**src/rtl/jtag_reg_ctrl_if.sv**
```systemverilog
// Register-bus interface between the JTAG command controller and a register slave.
// The master issues one req/ack transaction at a time. bus_rdata is valid with bus_ack.
interface jtag_reg_ctrl_if #(
    parameter int ADDR_WIDTH  = 2,
    parameter int JDATA_WIDTH = 32
);
    logic                   bus_req;
    logic                   bus_we;
    logic [ADDR_WIDTH-1:0]  bus_addr;
    logic [JDATA_WIDTH-1:0] bus_wdata;
    logic                   bus_ack;
    logic [JDATA_WIDTH-1:0] bus_rdata;

    modport master (
        output bus_req, bus_we, bus_addr, bus_wdata,
        input  bus_ack, bus_rdata
    );

    modport slave (
        input  bus_req, bus_we, bus_addr, bus_wdata,
        output bus_ack, bus_rdata
    );
endinterface

```
**src/rtl/jtag_reg_ctrl.sv**
```systemverilog
// JTAG USER-chain register access controller (TCK domain).
// The controller owns the DR shift register and decodes {we, addr, wdata} at UPDATE-DR.
// It runs one req/ack bus transaction per accepted frame. At CAPTURE-DR it returns
// {ovr, tmo, busy, rdata_q}.
// Optional feature macro: JTAG_REG_CTRL_TIMEOUT_EN. When it is defined, a request that
// sees no bus_ack for TIMEOUT_CYCLES tck cycles is aborted. The abort sets tmo and
// loads all-ones read data.
module jtag_reg_ctrl #(
    parameter int JDATA_WIDTH    = 32,
    parameter int ADDR_WIDTH     = 2,
    parameter int TIMEOUT_CYCLES = 255
) (
    input  logic tck,
    input  logic reset,
    input  logic sel,
    input  logic capture,
    input  logic shift,
    input  logic update,
    input  logic tdi,
    output logic tdo,
    output logic busy,
    jtag_reg_ctrl_if.master bus
);
    localparam int FW = 1 + ADDR_WIDTH + JDATA_WIDTH;

    if (ADDR_WIDTH < 2) begin : g_addr_width_chk
        $error("jtag_reg_ctrl: ADDR_WIDTH must be >= 2 to hold the status field");
    end
    if (TIMEOUT_CYCLES < 1) begin : g_timeout_chk
        $error("jtag_reg_ctrl: TIMEOUT_CYCLES must be >= 1");
    end

    typedef enum logic [1:0] {
        ST_IDLE = 2'd0,
        ST_REQ  = 2'd1,
        ST_DONE = 2'd2
    } state_t;

    state_t                 state_r;
    logic [FW-1:0]          sr_r;
    logic [FW-1:0]          status_s;
    logic                   bus_req_r;
    logic                   bus_we_r;
    logic [ADDR_WIDTH-1:0]  bus_addr_r;
    logic [JDATA_WIDTH-1:0] bus_wdata_r;
    logic [JDATA_WIDTH-1:0] rdata_q_r;
    logic                   busy_r;
    logic                   ovr_r;
    logic                   tmo_s;
    logic                   cap_s;
    logic                   shf_s;
    logic                   upd_s;

    // All JTAG strobes are qualified by SEL. Capture wins over shift.
    assign cap_s = sel & capture;
    assign shf_s = sel & shift & ~capture;
    assign upd_s = sel & update;

`ifdef JTAG_REG_CTRL_TIMEOUT_EN
    localparam int CNT_RAW = $clog2(TIMEOUT_CYCLES + 1);
    localparam int CNT_W   = (CNT_RAW < 8) ? 8 : ((CNT_RAW > 32) ? 32 : CNT_RAW);
    localparam logic [CNT_W-1:0] TMO_LIM = CNT_W'(TIMEOUT_CYCLES);

    logic [CNT_W-1:0] tmo_cnt_r;
    logic [CNT_W-1:0] cnt_nxt_s;
    logic             tmo_r;

    assign cnt_nxt_s = tmo_cnt_r + {{(CNT_W-1){1'b0}}, 1'b1};
    assign tmo_s     = tmo_r;
`else
    assign tmo_s = 1'b0;
`endif

    // Status word presented at capture; bits above the flags read as zero.
    always_comb begin
        status_s                  = {FW{1'b0}};
        status_s[JDATA_WIDTH-1:0] = rdata_q_r;
        status_s[JDATA_WIDTH]     = busy_r;
        status_s[JDATA_WIDTH+1]   = tmo_s;
        status_s[JDATA_WIDTH+2]   = ovr_r;
    end

    // DR shift register: a capture loads the status snapshot, and a shift moves LSB-first toward tdo.
    always_ff @(posedge tck) begin
        if (reset) begin
            sr_r <= {FW{1'b0}};
        end else if (cap_s) begin
            sr_r <= status_s;
        end else if (shf_s) begin
            sr_r <= {tdi, sr_r[FW-1:1]};
        end else begin
            sr_r <= sr_r;
        end
    end

    // Transaction FSM with its registered bus outputs, read-data latch and sticky flags.
    always_ff @(posedge tck) begin
        if (reset) begin
            state_r     <= ST_IDLE;
            bus_req_r   <= 1'b0;
            bus_we_r    <= 1'b0;
            bus_addr_r  <= {ADDR_WIDTH{1'b0}};
            bus_wdata_r <= {JDATA_WIDTH{1'b0}};
            rdata_q_r   <= {JDATA_WIDTH{1'b0}};
            busy_r      <= 1'b0;
            ovr_r       <= 1'b0;
`ifdef JTAG_REG_CTRL_TIMEOUT_EN
            tmo_r       <= 1'b0;
            tmo_cnt_r   <= {CNT_W{1'b0}};
`endif
        end else begin
            // Flags are read-to-clear at capture. The set events below are assigned later in this block, so they win.
            if (cap_s) begin
                ovr_r <= 1'b0;
`ifdef JTAG_REG_CTRL_TIMEOUT_EN
                tmo_r <= 1'b0;
`endif
            end
            // A frame that arrives while a transaction is in flight is dropped and flagged.
            if (upd_s && (state_r != ST_IDLE)) begin
                ovr_r <= 1'b1;
            end

            case (state_r)
                ST_IDLE: begin
                    if (upd_s) begin
                        bus_we_r    <= sr_r[FW-1];
                        bus_addr_r  <= sr_r[FW-2:JDATA_WIDTH];
                        bus_wdata_r <= sr_r[JDATA_WIDTH-1:0];
                        bus_req_r   <= 1'b1;
                        busy_r      <= 1'b1;
                        state_r     <= ST_REQ;
`ifdef JTAG_REG_CTRL_TIMEOUT_EN
                        tmo_cnt_r   <= {CNT_W{1'b0}};
`endif
                    end else begin
                        state_r <= ST_IDLE;
                    end
                end
                ST_REQ: begin
                    if (bus.bus_ack) begin
                        if (!bus_we_r) begin
                            rdata_q_r <= bus.bus_rdata;
                        end
                        bus_req_r <= 1'b0;
                        state_r   <= ST_DONE;
                    end
`ifdef JTAG_REG_CTRL_TIMEOUT_EN
                    else if (cnt_nxt_s == TMO_LIM) begin
                        bus_req_r <= 1'b0;
                        tmo_r     <= 1'b1;
                        rdata_q_r <= {JDATA_WIDTH{1'b1}};
                        state_r   <= ST_DONE;
                    end else begin
                        tmo_cnt_r <= cnt_nxt_s;
                    end
`else
                    else begin
                        state_r <= ST_REQ;
                    end
`endif
                end
                ST_DONE: begin
                    busy_r  <= 1'b0;
                    state_r <= ST_IDLE;
                end
                default: begin
                    bus_req_r <= 1'b0;
                    busy_r    <= 1'b0;
                    state_r   <= ST_IDLE;
                end
            endcase
        end
    end

    assign tdo           = sr_r[0];
    assign busy          = busy_r;
    assign bus.bus_req   = bus_req_r;
    assign bus.bus_we    = bus_we_r;
    assign bus.bus_addr  = bus_addr_r;
    assign bus.bus_wdata = bus_wdata_r;
endmodule

```
**src/flat_wrapper.sv**
```systemverilog
// flat-port wrapper written by rule: the top's interface ports become plain ports
module jtag_reg_ctrl_flat 
#(
    parameter int JDATA_WIDTH    = 32,
    parameter int ADDR_WIDTH     = 2,
    parameter int TIMEOUT_CYCLES = 255
)
  (tck, reset, sel, capture, shift, update, tdi, tdo, busy, bus_bus_req, bus_bus_we, bus_bus_addr, bus_bus_wdata, bus_bus_ack, bus_bus_rdata);
  jtag_reg_ctrl_if #(.ADDR_WIDTH(ADDR_WIDTH), .JDATA_WIDTH(JDATA_WIDTH)) bus_i ();
  input  logic tck;
  input  logic reset;
  input  logic sel;
  input  logic capture;
  input  logic shift;
  input  logic update;
  input  logic tdi;
  output logic tdo;
  output logic busy;
  output wire logic [$bits(bus_i.bus_req)-1:0] bus_bus_req;
  output wire logic [$bits(bus_i.bus_we)-1:0] bus_bus_we;
  output wire logic [$bits(bus_i.bus_addr)-1:0] bus_bus_addr;
  output wire logic [$bits(bus_i.bus_wdata)-1:0] bus_bus_wdata;
  input wire logic [$bits(bus_i.bus_ack)-1:0] bus_bus_ack;
  input wire logic [$bits(bus_i.bus_rdata)-1:0] bus_bus_rdata;
  assign bus_bus_req = bus_i.bus_req;
  assign bus_bus_we = bus_i.bus_we;
  assign bus_bus_addr = bus_i.bus_addr;
  assign bus_bus_wdata = bus_i.bus_wdata;
  assign bus_i.bus_ack = bus_bus_ack;
  assign bus_i.bus_rdata = bus_bus_rdata;
  jtag_reg_ctrl #(.JDATA_WIDTH(JDATA_WIDTH), .ADDR_WIDTH(ADDR_WIDTH), .TIMEOUT_CYCLES(TIMEOUT_CYCLES)) u_core (.tck(tck), .reset(reset), .sel(sel), .capture(capture), .shift(shift), .update(update), .tdi(tdi), .tdo(tdo), .busy(busy), .bus(bus_i));
endmodule
```
**config.mk**
```make
export PLATFORM = sky130hd
export DESIGN_NAME = jtag_reg_ctrl_flat
export DESIGN_NICKNAME = d
export VERILOG_FILES = /design/src/rtl/jtag_reg_ctrl_if.sv /design/src/rtl/jtag_reg_ctrl.sv /design/src/flat_wrapper.sv
export SDC_FILE = /design/constraint.sdc
export NUM_CORES = 1
export LEC_CHECK = 0
export CAP_MARGIN = 20
export CORE_UTILIZATION = 30
export CTS_CLUSTER_DIAMETER = 40
export DETAILED_ROUTE_END_ITERATION = 8
export PLACE_DENSITY = 0.5
export REMOVE_ABC_BUFFERS = 1
export SLEW_MARGIN = 20
export SYNTH_ARGS = -nofsm -noshare
export SYNTH_HDL_FRONTEND = slang
export SYNTH_SLANG_ARGS = --single-unit
```
**constraint.sdc**
```tcl
create_clock -name tck -period 1.1 [get_ports tck]
set_clock_uncertainty 0.05 [all_clocks]
set_input_delay 0.22 -clock tck [delete_from_list [all_inputs] [get_ports tck]]
set_output_delay 0.22 -clock tck [all_outputs]
set_load 0.03 [all_outputs]
```
==> results of run 1 <==
## area by class of cell
class,instances,area (sq um)
Multi-Input combinational cell,358,1900
Inverter,3,11.3
Sequential cell,107,2200
Timing Repair Buffer,128,1540
Tap cell,176,220
Fill cell,1336,7160
Clock inverter,6,90.1
Clock buffer,10,229
## kinds of logic (layout without fill, tap and decap cells)
group | Yosys count | after routing | synth area share
DFF | 107 | 107 | 0.517
AOI/OAI and AO/OA | 77 | 77 | 0.124
buffers and inverters | 42 | 147 | 0.0661
and+or+nand+nor | 281 | 281 | 0.293
## registers in the layout (all words and copies together) (netlist names)
| name | cells |
|---|---|
| u_core.state_r | 2 |
| u_core.busy | 1 |
| u_core.bus.bus_wdata | 32 |
| u_core.bus.bus_addr | 2 |
| u_core.bus.bus_req | 1 |
| u_core.bus.bus_we | 1 |
| u_core.sr_r | 35 |
| u_core.rdata_q_r | 32 |
| u_core.ovr_r | 1 |
## synth_stat cells
library cell  number
nand2_1          125
dfxtp_1          107
nor2_1           104
a21oi_1           41
nor4_1            33
a21oi_2           30
buf_2             14
buf_4             12
nand2_2           11
clkbuf_1           7
buf_6              5
inv_1              3
nand4bb_1          2
nor4bb_1           2
a31oi_1            1
and4bb_1           1
buf_12             1
nand2b_1           1
nand3b_2           1
o211ai_1           1
o21a_1             1
o21ai_0            1
o221a_2            1
o22a_1             1
or3b_2             1
## metal layers
metal	up-vias	routed length, microns	global-route usage
li1	1861	-	-
met5	-	0	0
met3	8	398	0.0318
met2	67	5750	0.266
met1	1704	5590	0.201
met4	0	106	0.0445
## power by group through the flow
stage               Clock, mW  Sequential [mW]  Combinational, mW
floorplan                   0             4.28              0.345
global placement            0             4.23              0.947
detailed placement          0             4.23              0.962
CTS                      3.52             4.15               1.07
global route             3.68             4.17               1.26
finish                   3.47             4.15               1.17
## worst reg2reg max path: cells and delay by family, from the launching register on
| family | cells | cell delay [ns] |
|---|---|---|
| flip-flops | 1 | 0.37 |
| AO/OA/AOI/OAI | 1 | 0.14 |
| buffers and inverters | 2 | 0.34 |
| AND/OR/NAND/NOR | 2 | 0.38 |
## through the flow
step	instances	hold slack (ns)
after floorplan	468	0.232
after global placement	748	0.395
after detailed placement	748	0.396
after CTS	772	0.0824
after global routing	788	0.104
final	788	0.0976
## final timing paths
check,startpoint,to,slack [ns],cells past startpoint
max,u_core.state_r[1],u_core.rdata_q_r[6],-0.25,5
min,reset,u_core.rdata_q_r[19],0.1,2
max reg2reg,u_core.state_r[1],u_core.rdata_q_r[6],-0.25,5
min reg2reg,u_core.ovr_r,u_core.ovr_r,0.41,2
## timing repair
item	4_1_cts	5_1_grt
pin swaps	1	14
setup endpoints to repair	144	113
resized for setup	100	36
hold buffers	0	0
buffers inserted	4	11
gates cloned	4	5
==> impl_metrics.ini, run 1 <==
[worst_setup_path]
max_stage_delay_ns = 0.37
start_kind = register
cp_top_family = flip-flops
crit_buf_inv = 2
crit_type = register to register
worstPathCellList = nor4bb_4, buf_6, buf_12, nand2_1, a21oi_2
cp-end-kind = register
cp.required_ns = 1.32
slowest_stage = dfxtp_4
cp.arrival_ns = 1.57
worstPathMaxFanout = 8

[placed_design]
finalWeightedCongestion = 0.723
io_buffers = 77
dp.final_hpwl_mm = 6.72
placed_area_sq_mm = 0.00517
dp_slack_ns = -0.650

[clock_tree]
cts_tree = done
clock-sinks = 107
htree_levels = 3
numCtsBuffers = 9
cts-root-buf = clkbuf_16
clk_latency_ns = 0.34
clk_pin_slew_ns = 0.07
clockBufferDepth = 2

[global_routing]
grt_max_degree = 35
grt_pass1_wl_mm = 17.5
grt_usage = 0.157
grt_overflow_total = 0
grt_pass1_vias = 3476
antenna_found_initial = 0

[job]
cap_violations = 0

[sta]
maxSlewHeadroom = 0.836
finalHoldViolCount = 0
worstMarginPinSlew_ns = 0.243
fmax_mhz = 743
grt_setup_unrepaired = yes
tns_ns = -12.74
min_period_ns = 1.35
setup_viol = 72
setup_ws_ns = -0.246
slew_violations = 0
fin_crit_sh = 1.22

[synth]
synth_area_sq_mm = 0.00415
ys_ff_latch = 107
synth_area_leaders = dfxtp_1 52%, nand2_1 11%, nor2_1 9.4%
syn_avg_cell_area_sq_um = 8.18
yosysTopAreaCell = dfxtp_1
yosys_warnings = 0
synthCells = 507
yosysSeqAreaShare = 0.517
synth_top_area_share = 0.517
yosysUniqueCellTypes = 25

[final_layout]
nets = 647
finalInstanceArea_sq_mm = 0.00618
antenna_cells = 0
syn2layout_area_growth_pct = 49.2
final_cell_mix = 115 x nand2_1, 104 x nor2_1, 67 x dfxtp_1
utilization = 0.463
drive_gt1_frac = 0.361
final_common_cell = nand2_1

[routing]
post_drt_via_cell_ratio = 4.62
firstDrtPassIters = 4
detail_route.drc_violations = 0
drtIter0Drc = 208
num_vias = 3640
ant_nets = 0
wl_per_cell_microns = 15.0
routed_wl_mm = 11.8

[status]
violations = negative setup slack
run_status = finished with violations

[pwr]
finalPower_mw = 8.79
p_sw_mw = 2.17
p_per_area_mw_per_mm2 = 1420
seq_power_share = 0.473
combPwrFrac = 0.133
power_leakage_nw = 2.40
intPower_mw = 6.61
power_switching_share = 0.247
clock_power_share = 0.394
ir_drop_mv = 0.718

[floorplanning]
die_h_microns = 120
dieWidth_microns = 120
ios = 78
initial_utilization = 0.311
die_area_sq_mm = 0.0143
rows = 42
core_region_area_sq_mm = 0.0133

[hold_path]
holdCritPathClass = input pin to register
(Power assumes the default switching activity.)
==> run 2, diff against run 1 <==
--- a/config.mk
+++ b/config.mk
@@ -6,9 +6,11 @@
 export NUM_CORES = 1
 export LEC_CHECK = 0
 export CAP_MARGIN = 20
+export CORE_MARGIN = 3
 export CORE_UTILIZATION = 30
 export CTS_CLUSTER_DIAMETER = 40
 export DETAILED_ROUTE_END_ITERATION = 8
+export HOLD_SLACK_MARGIN = 0.12
 export PLACE_DENSITY = 0.5
 export REMOVE_ABC_BUFFERS = 1
 export SLEW_MARGIN = 20
==> impl_metrics.ini, run 2 (synthesized netlist as in run 1, its figures left out) <==
[status]
run_status = finished with violations
violations = negative setup slack

[final_layout]
fillers = 1337
final_common_cell = nand2_1
finalInstanceArea_sq_mm = 0.00621
nets = 645
antenna_cells = 0
layout.cells.non_filler = 785
largest_reg_flops = 35
final_cell_mix = 108 x nand2_1, 104 x nor2_1, 67 x dfxtp_1
drive_gt1_frac = 0.381
utilization = 0.464
regMostFlops = u_core.sr_r
syn2layout_area_growth_pct = 49.8

[sta]
min_period_ns = 1.31
fin_crit_sh = 1.19
hold_ws_ns = 0.150
grt_setup_unrepaired = yes
maxSlewHeadroom = 0.839
tns_ns = -12.34
worstMarginPinSlew_ns = 0.240
finalHoldViolCount = 0
fmax_mhz = 764
slew_violations = 0
setup_viol = 73
setup_ws_ns = -0.209

[placed_design]
dp.final_hpwl_mm = 7.12
dp_slack_ns = -0.606
finalWeightedCongestion = 0.749
placed_area_sq_mm = 0.00518
place_inst = 752
io_buffers = 77

[floorplanning]
ios = 78
rows = 42
die_h_microns = 124
core_region_area_sq_mm = 0.0134
initial_utilization = 0.309
die_area_sq_mm = 0.0153
dieWidth_microns = 124

[global_routing]
grt_max_degree = 33
antenna_found_initial = 0
grt_usage = 0.148
grt_overflow_total = 0
grt_pass1_wl_mm = 17.6
grt_pass1_vias = 3498

[routing]
ant_nets = 0
num_vias = 3657
drtIter0Drc = 203
detail_route.drc_violations = 0
routed_wl_mm = 11.7
firstDrtPassIters = 4
post_drt_via_cell_ratio = 4.66
wl_per_cell_microns = 14.9

[job]
cap_violations = 0

[clock_tree]
cts_tree = done
clk_latency_ns = 0.34
clockBufferDepth = 2
clock-sinks = 107
cts-hold-fix-buffers = 0
cts-root-buf = clkbuf_16
clk_pin_slew_ns = 0.06
htree_levels = 3
numCtsBuffers = 9

[pwr]
seq_power_share = 0.486
power_leakage_nw = 2.50
finalPower_mw = 8.59
clock_power_share = 0.376
p_per_area_mw_per_mm2 = 1380
combPwrFrac = 0.138
ir_drop_mv = 0.688
p_sw_mw = 2.10
intPower_mw = 6.50
power_switching_share = 0.244

[worst_setup_path]
max_stage_delay_ns = 0.36
start_kind = register
crit_type = register to register
cp.required_ns = 1.33
worstPathCellList = nor4bb_4, buf_6, clkbuf_16, nand2_1, a21oi_2
worstPathMaxFanout = 8
cp.arrival_ns = 1.54
cp-end-kind = register
ff2ff_path_depth = 5
slowest_stage = dfxtp_2

[hold_path]
hold_depth = 2
holdCritPathClass = input pin to register
run 2: area by class of cell:
| type | instances | area, sq um | share of cell area |
|---|---|---|---|
| clock inverters | 2 | 35.0 | 0.00564 |
| repair buffers | 126 | 1490 | 0.240 |
| well taps | 176 | 220 | 0.0354 |
| multi-input cells | 358 | 2000 | 0.322 |
| flip-flops and latches | 107 | 2190 | 0.353 |
| inverters | 3 | 11.3 | 0.00181 |
| clock buffers | 13 | 260 | 0.0419 |
run 2: power groups by stage:
| stage | clock network [mW] | registers (mW) | logic (mW) |
|---|---|---|---|
| floorplan | 0 | 4.28 | 0.345 |
| global placement | 0 | 4.23 | 0.964 |
| detailed placement | 0 | 4.24 | 0.968 |
| CTS | 3.32 | 4.16 | 1.07 |
| global route | 3.46 | 4.20 | 1.29 |
| finish | 3.23 | 4.18 | 1.19 |
run 2: worst paths after layout:
| path | start | end | slack [ns] |
|---|---|---|---|
| setup / recovery | u_core.state_r[1] | u_core.rdata_q_r[3] | -0.21 |
| hold / removal | reset | u_core.bus.bus_wdata[21] | 0.15 |
| setup reg to reg | u_core.state_r[1] | u_core.rdata_q_r[3] | -0.21 |
| hold reg to reg | u_core.bus.bus_wdata[31] | u_core.bus.bus_wdata[31] | 0.41 |
run 2: what timing repair did:
| action | CTS | global route |
|---|---|---|
| pin swaps | 3 | 36 |
| setup buffers | 4 | 7 |
| resized for setup | 98 | 61 |
| endpoints found under the setup margin | 144 | 116 |
| endpoints found under the hold margin | 0 | 0 |
| cloned | 1 | 6 |
run 2: worst max-delay path, delay by kind of cell, from the launching register on:
kind | cells | cell delay [ns]
buffers and inverters | 2 | 0.37
AOI/OAI and AO/OA | 1 | 0.11
and+or+nand+nor | 2 | 0.36
DFF | 1 | 0.36
run 2: routing by layer:
| metal | track usage | wire, microns | up-vias |
|---|---|---|---|
| li1 | - | - | 1862 |
| met1 | 0.198 | 5630 | 1721 |
| met2 | 0.239 | 5490 | 63 |
| met3 | 0.0261 | 409 | 11 |
| met4 | 0.0519 | 145 | 0 |
| met5 | 0 | 0 | - |
==> edit, RTL diff (flow settings as in run 2) <==
Encoding of `state_t`: now one-hot (3 bits for 3 states).
--- a/src/rtl/jtag_reg_ctrl.sv
+++ b/src/rtl/jtag_reg_ctrl.sv
@@ -30,10 +30,10 @@
         $error("jtag_reg_ctrl: TIMEOUT_CYCLES must be >= 1");
     end
 
-    typedef enum logic [1:0] {
-        ST_IDLE = 2'd0,
-        ST_REQ  = 2'd1,
-        ST_DONE = 2'd2
+    typedef enum logic [2:0] {
+        ST_IDLE = 3'b001,
+        ST_REQ  = 3'b010,
+        ST_DONE = 3'b100
     } state_t;
 
     state_t                 state_r;
Check against the original RTL: no difference found for any inputs over 4 cycles, from zero or initial values and one cycle with reset high; so few cycles prove little.
==> edit against run 2 <==
The run still ends with negative setup slack left; cell area is 12% higher; total power is 0.46% lower; wire length increased by 5.6%; worst setup slack lost 0.089 ns; global-route usage fell by 1.1 points; count of clock-buffer cells in the layout down 2; via count increased by 8.0%; synthesized area grew 22%; non-clock buffer count up 11; first-iteration DRC count down 16%; sequential cell count is 1 higher.
==> edit: results (changes against run 2) <==
status: "complete, but fails checks"
violations: "negative setup slack"
drive_above_1_share_pct: 25.5  # -13 points
rr_startpoint: "u_core.state_r[0]"
met3WireLength_um: 516  # +26%
hold_path_end: "u_core.bus.bus_req"
cts_setup_buffers: 10  # +6
dpl-instance-area_um2: 6120  # +18%
hold_slack_ns: 0.209  # +0.0583 ns
synth_compound_area_share_pct: 12.4  # +0.027 points
buffer_area_share_pct: 21.9  # -2.0 points
synthTopCellsByCount: "135 x nand2b_1, 108 x dfxtp_1, 71 x nor2_1"
ff_latch_area_um2: 2220  # +1.2%
inverters_excl_clock: 34  # +31
cp_top_family: "simple AND/OR/NAND/NOR gates"
grt_pass1_wl_mm: 20.0  # +14%
grt_pass1_vias: 3925  # +12%
grtUsageMet1_pct: 18.3  # -1.5 points
grt_max_degree: 45  # +36%
grt_usage_pct: 13.6  # -1.1 points
num-nonclk-buffers: 137  # +8.7%
worst_slack_ns: -0.298  # -0.0890 ns
gr-usage-met3_pct: 2.90  # +0.29 points
setup_viol_count_final: 75  # +2.7%
synth_mux_area_share_pct: 13.3  # +13 points
seq-power_mw: 4.16
yosysUniqueCellTypes: 28  # +12%
powerClk_mw: 3.12  # -3%
intPower_mw: 6.41  # -1.3%
drt_iter0_markers: 171  # -16%
fill_cells: 1575  # +18%
viasPerCell: 4.51  # -3.3%
hpwl_mm: 7.76  # +9.0%
wl_met1_mm: 5.89  # +4.5%
wl_per_cell_um: 14.1  # -5.4%
crit_arrival_ns: 1.62  # +0.08 ns
critPathMaxStageDelay_ns: 0.32  # -0.04 ns
synthCells: 554  # +9.3%
ctsResizeCount: 93  # -5.1%
antennaDiodeCount: 0  # unchanged
dp_slack_ns: -0.607  # -0.000549 ns
num-clock-buffers: 11  # -2
synthTopCellsByArea: "dfxtp_1 43%, nand2b_1 17%, mux2i_1 13%"
fin_tns_setup_ns: -15.88  # -3.54 ns
final_util_pct: 43.1  # -3.2 points
hold_path_depth: 2  # unchanged
tightest_slew_ns: 0.289  # +0.0491 ns
multi_input_area_share_pct: 36.4  # +4.2 points
crit_path_max_fanout: 7  # -1
use_met2_pct: 21.8  # -2.1 points
seq_area_frac_synth_pct: 42.9  # -8.8 points
gp_congestion: 0.728  # -2.8%
r2r-end: "u_core.rdata_q_r[6]"
dp.cells: 833  # +11%
leakagePower_nw: 2.60  # +4.2%
wl_met2_mm: 5.78  # +5.2%
fp.dieW_um: 136  # +9.8%
clk_share_pct: 4.11  # -0.65 points
drt_wl_total_mm: 12.3  # +5.6%
edit: cell types whose count changed in the layout (fill, tap and decap cells not counted), sizes merged, moves of 34 or more:
| cell | before | now |
|---|---|---|
| a211oi | 0 | 34 |
| a21oi | 71 | 3 |
| a22o | 0 | 34 |
| mux2i | 0 | 67 |
| nand2 | 136 | 4 |
| nand2b | 1 | 137 |
edit: worst max path at each step:
| stage | start | end | slack (ns) | cells past startpoint |
|---|---|---|---|---|
| 6_report | u_core.state_r[0] | u_core.rdata_q_r[6] | -0.30 | 5 |
| 5_1_grt | u_core.state_r[0] | u_core.rdata_q_r[6] | -0.39 | 5 |
| 4_1_cts | u_core.state_r[0] | u_core.rdata_q_r[16] | -0.33 | 5 |
| 3_5_place_dp | update | u_core.bus.bus_wdata[6] | -0.61 | 5 |
| 3_3_place_gp | update | u_core.bus.bus_wdata[21] | -0.57 | 6 |
| 2_1_floorplan | u_core.state_r[1] | u_core.bus.bus_addr[0] | -3.50 | 3 |
